### config.mk
export PLATFORM = sky130hd
export DESIGN_NAME = apb_regs_mode
export DESIGN_NICKNAME = d
export VERILOG_FILES = /design/src/rtl/apb_regs_mode.sv
export SDC_FILE = /design/constraint.sdc
export NUM_CORES = 1
export LEC_CHECK = 0
export ABC_AREA = 1
export CAP_MARGIN = 20
export CORE_AREA = 5 5 340 342
export DETAILED_ROUTE_END_ITERATION = 6
export DIE_AREA = 0 0 345 347
export PLACE_DENSITY = 0.42
export SLEW_MARGIN = 20
export SYNTH_ARGS = -nofsm -noshare
export SYNTH_HDL_FRONTEND = slang
export SYNTH_SLANG_ARGS = --single-unit
### constraint.sdc
create_clock -name pclk_i -period 3 [get_ports pclk_i]
set_input_delay 0.6 -clock pclk_i [delete_from_list [all_inputs] [get_ports pclk_i]]
set_output_delay 0.6 -clock pclk_i [all_outputs]
set_load 0.02 [all_outputs]
### src/rtl/apb_regs_mode.sv
// APB4 register-file slave with per-register access modes (RW, RO, W1C, W1P),
// programmable wait states and byte write strobes.
package apb_regs_mode_pkg;
    typedef struct packed {
        logic [11:0] paddr;
        logic [2:0]  pprot;
        logic        psel;
        logic        penable;
        logic        pwrite;
        logic [31:0] pwdata;
        logic [3:0]  pstrb;
    } apb_req_t;

    typedef struct packed {
        logic        pready;
        logic [31:0] prdata;
        logic        pslverr;
    } apb_resp_t;
endpackage

module apb_regs_mode #(
    parameter int NoApbRegs = 8,
    parameter int ApbAddrWidth = 12,
    parameter int ApbDataWidth = 32,
    parameter int RegDataWidth = 32,
    parameter int AddrOffset = 4,
    parameter logic [NoApbRegs-1:0][1:0] RegMode = '0,
    parameter int WaitStates = 0,
    parameter type req_t = apb_regs_mode_pkg::apb_req_t,
    parameter type resp_t = apb_regs_mode_pkg::apb_resp_t
) (
    input  logic                                    pclk_i,
    input  logic                                    preset_i,
    input  req_t                                    req_i,
    output resp_t                                   resp_o,
    input  logic [ApbAddrWidth-1:0]                 base_addr_i,
    input  logic [NoApbRegs-1:0][RegDataWidth-1:0]  reg_init_i,
    input  logic [NoApbRegs-1:0][RegDataWidth-1:0]  hw_set_i,
    output logic [NoApbRegs-1:0][RegDataWidth-1:0]  reg_q_o,
    output logic [NoApbRegs-1:0]                    wr_pulse_o
);
    localparam int IdxWidth = (NoApbRegs > 1) ? $clog2(NoApbRegs) : 1;
    localparam logic [3:0] WaitCnt = 4'(WaitStates);
    localparam logic [31:0] ErrWord = 32'h0BAD_B10C;
    localparam logic [1:0] ModeRw = 2'd0;
    localparam logic [1:0] ModeRo = 2'd1;
    localparam logic [1:0] ModeW1c = 2'd2;
    localparam logic [1:0] ModeW1p = 2'd3;

    logic [ApbAddrWidth-1:0] off;
    logic [ApbAddrWidth-1:0] idx_full;
    logic [ApbAddrWidth-1:0] slot;
    logic [IdxWidth-1:0]     idx;
    logic                    addr_ok;
    logic [1:0]              mode_sel;
    logic [RegDataWidth-1:0] rd_val;
    logic [ApbDataWidth-1:0] mask;
    logic [RegDataWidth-1:0] wdata_m;
    logic [3:0]              cnt_q;
    logic                    access;
    logic                    pready;
    logic                    slverr;
    logic                    wr_ok;
    logic [NoApbRegs-1:0]    hit_vec;
    logic [NoApbRegs-1:0][RegDataWidth-1:0] q_all;
    logic                    unused_sink;

    assign off      = req_i.paddr - base_addr_i;
    assign idx_full = off / ApbAddrWidth'(AddrOffset);
    assign slot     = off % ApbAddrWidth'(AddrOffset);
    assign idx      = idx_full[IdxWidth-1:0];
    assign addr_ok  = (req_i.paddr >= base_addr_i)
                    && (idx_full < ApbAddrWidth'(NoApbRegs))
                    && (slot < ApbAddrWidth'(4));

    always_comb begin
        mode_sel = ModeRw;
        rd_val   = '0;
        hit_vec  = '0;
        for (int r = 0; r < NoApbRegs; r++) begin
            if (idx == IdxWidth'(r)) begin
                mode_sel   = RegMode[r];
                rd_val     = (RegMode[r] == ModeW1p) ? '0 : q_all[r];
                hit_vec[r] = wr_ok;
            end
        end
    end

    always_comb begin
        mask = '0;
        for (int i = 0; i < ApbDataWidth; i++) begin
            mask[i] = req_i.pstrb[i/8];
        end
    end

    assign wdata_m = req_i.pwdata[RegDataWidth-1:0] & mask[RegDataWidth-1:0];

    // Reset forces pready low so a stalled transfer can never complete mid-reset.
    assign access = req_i.psel & req_i.penable;
    assign pready = access & (cnt_q == WaitCnt) & ~preset_i;
    assign slverr = ~addr_ok | (req_i.pwrite & (mode_sel == ModeRo));
    assign wr_ok  = pready & req_i.pwrite & ~slverr;

    always_comb begin
        resp_o         = '0;
        resp_o.pready  = pready;
        resp_o.pslverr = pready & slverr;
        resp_o.prdata  = (addr_ok & ~req_i.pwrite) ? ApbDataWidth'(rd_val)
                                                   : ErrWord[ApbDataWidth-1:0];
    end

    always_ff @(posedge pclk_i) begin
        if (preset_i) begin
            cnt_q      <= '0;
            wr_pulse_o <= '0;
        end else begin
            wr_pulse_o <= hit_vec;
            if (!req_i.psel || pready) begin
                cnt_q <= '0;
            end else if (access && (cnt_q != WaitCnt)) begin
                cnt_q <= cnt_q + 4'd1;
            end
        end
    end

    for (genvar r = 0; r < NoApbRegs; r++) begin : g_reg
        logic [RegDataWidth-1:0] q;

        if (RegMode[r] == ModeRo) begin : g_ro
            assign q = reg_init_i[r];
        end else if (RegMode[r] == ModeW1c) begin : g_w1c
            // Hardware set is OR-ed last so it wins over a same-cycle clear.
            always_ff @(posedge pclk_i) begin
                if (preset_i) begin
                    q <= reg_init_i[r];
                end else begin
                    q <= (q & ~(hit_vec[r] ? wdata_m : '0)) | hw_set_i[r];
                end
            end
        end else if (RegMode[r] == ModeW1p) begin : g_w1p
            always_ff @(posedge pclk_i) begin
                if (preset_i) begin
                    q <= '0;
                end else begin
                    q <= hit_vec[r] ? wdata_m : '0;
                end
            end
        end else begin : g_rw
            always_ff @(posedge pclk_i) begin
                if (preset_i) begin
                    q <= reg_init_i[r];
                end else if (hit_vec[r]) begin
                    q <= (q & ~mask[RegDataWidth-1:0]) | wdata_m;
                end
            end
        end

        assign q_all[r] = q;
    end

    assign reg_q_o = q_all;

    assign unused_sink = ^{req_i, mask, hw_set_i, reg_init_i};
endmodule

==> reports/results.tsv <==
metric	value	unit
status	complete, but fails checks	
failing checks	setup timing	
Net Sw Frac	0.327	
dpl ws	-1.41	ns
Max VDD drop	310	µV
std cell rows	123	
TritonCTS Buffers	37	
setup slack, reg-to-reg	0.52	ns
Worst path most repeated cell	nand2_2	
Initial DRT Pass Iterations	5	
Logic pwr share	0.329	
Post-Syn Area per Cell	8.52	µm²
first-pass GRT wire length	128000	µm
total number of vias	14700	
Cell Int Power	9.41	mW
Antenna Nets Post-Route	0	
DR DRC count	0	
yosys warns	0	
Fmax	295	MHz
Reg clk slew, reported paths	0.06	ns
Hold Startpoint	preset_i	
# setup viols final	33	
Net Count, Synth	2216	
vias in the first global route	15400	
Iteration-0 DRC Markers	813	
Die Area	120000	µm²
max-slew violation count	0	
Worst Path Arrival	2.78	ns
layout cells sized above 1	0.243	
Die Width	345	µm
largest delay contributor family on the critical path	simple AND/OR/NAND/NOR gates	
Worst Setup End Kind	output port	
Die Ht	347	µm
fin cells	3986	
Synth top area share	0.556	
adder-cell area share of the yosys netlist	0.0127	
CP peak stage delay	0.26	ns
clock sink total	268	
worst r2r src	cnt_q[0]$_SDFFE_PP0P_	
Max-Cap Viols	0	
RSZ-0062 raised after global routing	yes	
cells along the critical path	buf_6 > ha_4 > nand2_4 > nand2_8 > xnor2_1 > buf_4 > nor2_4 > nand2_2 > inv_4 > buf_12 > buf_6 > nand2_2 > nand2_2 > nor2_4 > nand4_1 > nor2_2 > nor2_2 > buf_12	
Cell Area, Synth	13800	µm²
sequential area share after synthesis	0.573	
Post-Synth Simple-Gate Area	0.316	
FF+latch count, synth	268	
Synth Instances	1622	
Routed WL per cell	24.2	µm
CTS tree	built	
drt total wl	96300	µm
min Tclk post-route	3.38	ns
CTS root buffer	clkbuf_16	
net switching power	4.58	mW
# nets final	3045	
share of synthesized area spent on multiplexers	0	
Worst Hold Class	in -> reg	
Synth Area in XOR/XNOR	0.00317	
htree depth	2	
Starting Density	0.123	
Final Cycle Share	1.13	
Yosys cell types	34	
largest family of logic cells by synthesized area	simple AND/OR/NAND/NOR gates	
GR Util All Layers	0.154	
Endpoint, Worst Hold	cnt_q[2]$_SDFFE_PP0P_	
initial antenna violation count	23	
required time of the critical path	2.40	ns
Buf+Inv Stages, Crit Path	6	
clk buf depth	3	
Slowest-stage cell, CP	ha_4	
worst-case clock skew	0.0204	ns
latest clock arrival within the worst-skew pair	0.58	ns
hold depth	4	
PortBufs	618	
placed cell count	3843	
Relative slew margins	0.495	
compound-gate portion of the synthesized area	0.0407	
largest net degree at the start of global routing	85	
Startpoint Class	primary input	
final worst slack	-0.385	ns
GR Overflow Total	0	
Post-DP HPWL	75600	µm
leakage	11.3	nW
Fin. Hold Viols	0	
GPL Wtd Cong	0.844	
WS Path Type	in -> out	
DR vias/cell	3.70	
Clock Power Share	0.332	
Core Footprint	112000	µm²
fill cell total of the finished layout	12300	
Worst Tran Pin Value	0.755	ns
Synth area leaders	edfxtp_1 56%, nand2_1 22%, nor2_1 3.4%, inv_1 2.7%, nand3_1 2.0%	
IO Pins	878	
Power Density	520	nW/µm²
area leader, netlist	edfxtp_1	
R2R depth	11	
Layout Area Growth over Synthesis	94.8	%
CP max FO	7	
Sequential Power Share	0.339	
## per-stage QoR
| step | utilization | TNS, ns | cell area (µm²) | power [mW] | hold slack (ns) |
|---|---|---|---|---|---|
| global route | 0.240 | -14.39 | 26900 | 14.6 | 0.396 |
| global placement | 0.210 | -343.12 | 23500 | 8.72 | 0.465 |
| finish | 0.240 | -10.88 | 26900 | 14.0 | 0.389 |
| CTS | 0.237 | -10.98 | 26600 | 14.2 | 0.342 |
| detailed placement | 0.210 | -328.22 | 23500 | 8.70 | 0.469 |
| floorplan | - | -0.155 | 13900 | 6.19 | 0.443 |
## cell usage in the layout, fill, tap and decap left out, drive strengths merged, types with 33 or more instances in the layout
cell / n
nand2: 833
nor2: 135
inv: 111
clkbuf: 44
buf: 288
clkdlybuf4s50: 560
o21bai: 33
edfxtp: 256
nand4: 43
nand3: 57
## power by group through the flow
stage	logic [mW]	registers, mW	clock network (mW)
after floorplan	1.06	5.12	0
after global placement	3.91	4.82	0
after detailed placement	3.88	4.82	0
after CTS	4.60	4.75	4.81
after global routing	4.90	4.78	4.94
final	4.60	4.75	4.65
## timing repair
action	4_1_cts	5_1_grt
resized for setup	508	90
hold endpoints to repair	0	0
buffers inserted	61	11
endpoints found under the setup margin	289	264
cloned	6	0
hold buffers	0	0
pin swaps	112	81
## Yosys cell counts
| cell type | instances |
|---|---|
| buf_4 | 11 |
| a211oi_1 | 1 |
| nor2_2 | 5 |
| nand3_2 | 1 |
| buf_2 | 12 |
| xnor2_1 | 1 |
| nand4_1 | 40 |
| o2111ai_1 | 17 |
| or2_2 | 8 |
| xor2_1 | 4 |
| inv_1 | 99 |
| dfxtp_1 | 12 |
| o21bai_1 | 29 |
| o21ai_0 | 3 |
| clkinv_1 | 5 |
| nand3b_1 | 1 |
| nand2_1 | 823 |
| nand4_4 | 2 |
| nor2_4 | 3 |
| nand4_2 | 1 |
| nor2_8 | 1 |
| a21oi_1 | 24 |
| nand3_1 | 56 |
| a21oi_2 | 1 |
| or4_1 | 1 |
| buf_6 | 2 |
| nand2_4 | 1 |
| clkbuf_1 | 39 |
| nor2_1 | 126 |
| edfxtp_1 | 256 |
| o21bai_2 | 4 |
| inv_2 | 10 |
| ha_1 | 14 |
| nand2_2 | 9 |
## worst reg2reg max path, stage by stage, from the launching register on
cell and delay [ns]:
dfxtp_1 0.32, inv_1 0.09, ha_1 0.15, nand3_1 0.10, nor2_1 0.10, nand2_1 0.21, nor2_1 0.20, buf_4 0.22
nand4_2 0.14, buf_4 0.18, o21bai_1 0.23, buf_4 0.25
## final cells by class
cell class              count  area, µm²  share of cell area
clock inverters            20        284              0.0105
diodes                     11       27.5             0.00102
multi-input cells        1176       6370               0.236
clock buffers              43        948              0.0352
repair buffers            854       9020               0.335
flip-flops and latches    268       7930               0.294
inverters                 114        480              0.0178
well taps                1500       1880              0.0697
## cells by family after synthesis
family          after synthesis
compound gates               79
xor+xnor                      5
fa+ha+maj                    14
buf+inv                     178
flops                       268
simple gates               1078
## how the worst max path moves through the flow
stage | to | slack [ns] | depth (start not counted) | startpoint
floorplan | resp_o[12] | -0.02 | 17 | base_addr_i[2]
global placement | resp_o[12] | -1.46 | 15 | base_addr_i[5]
detailed placement | flop | -1.41 | 17 | base_addr_i[5]
CTS | resp_o[31] | -0.43 | 21 | base_addr_i[2]
global route | resp_o[9] | -0.50 | 20 | req_i[44]
finish | resp_o[31] | -0.38 | 18 | req_i[43]
## per-layer routing
| layer | track usage | part of all wire |
|---|---|---|
| met3 | 0.0632 | 0.099 |
| met1 | 0.191 | 0.42 |
| met2 | 0.249 | 0.45 |
| met4 | 0.0407 | 0.026 |
| met5 | 0 | 0.00073 |
(Power assumes the default switching activity.)
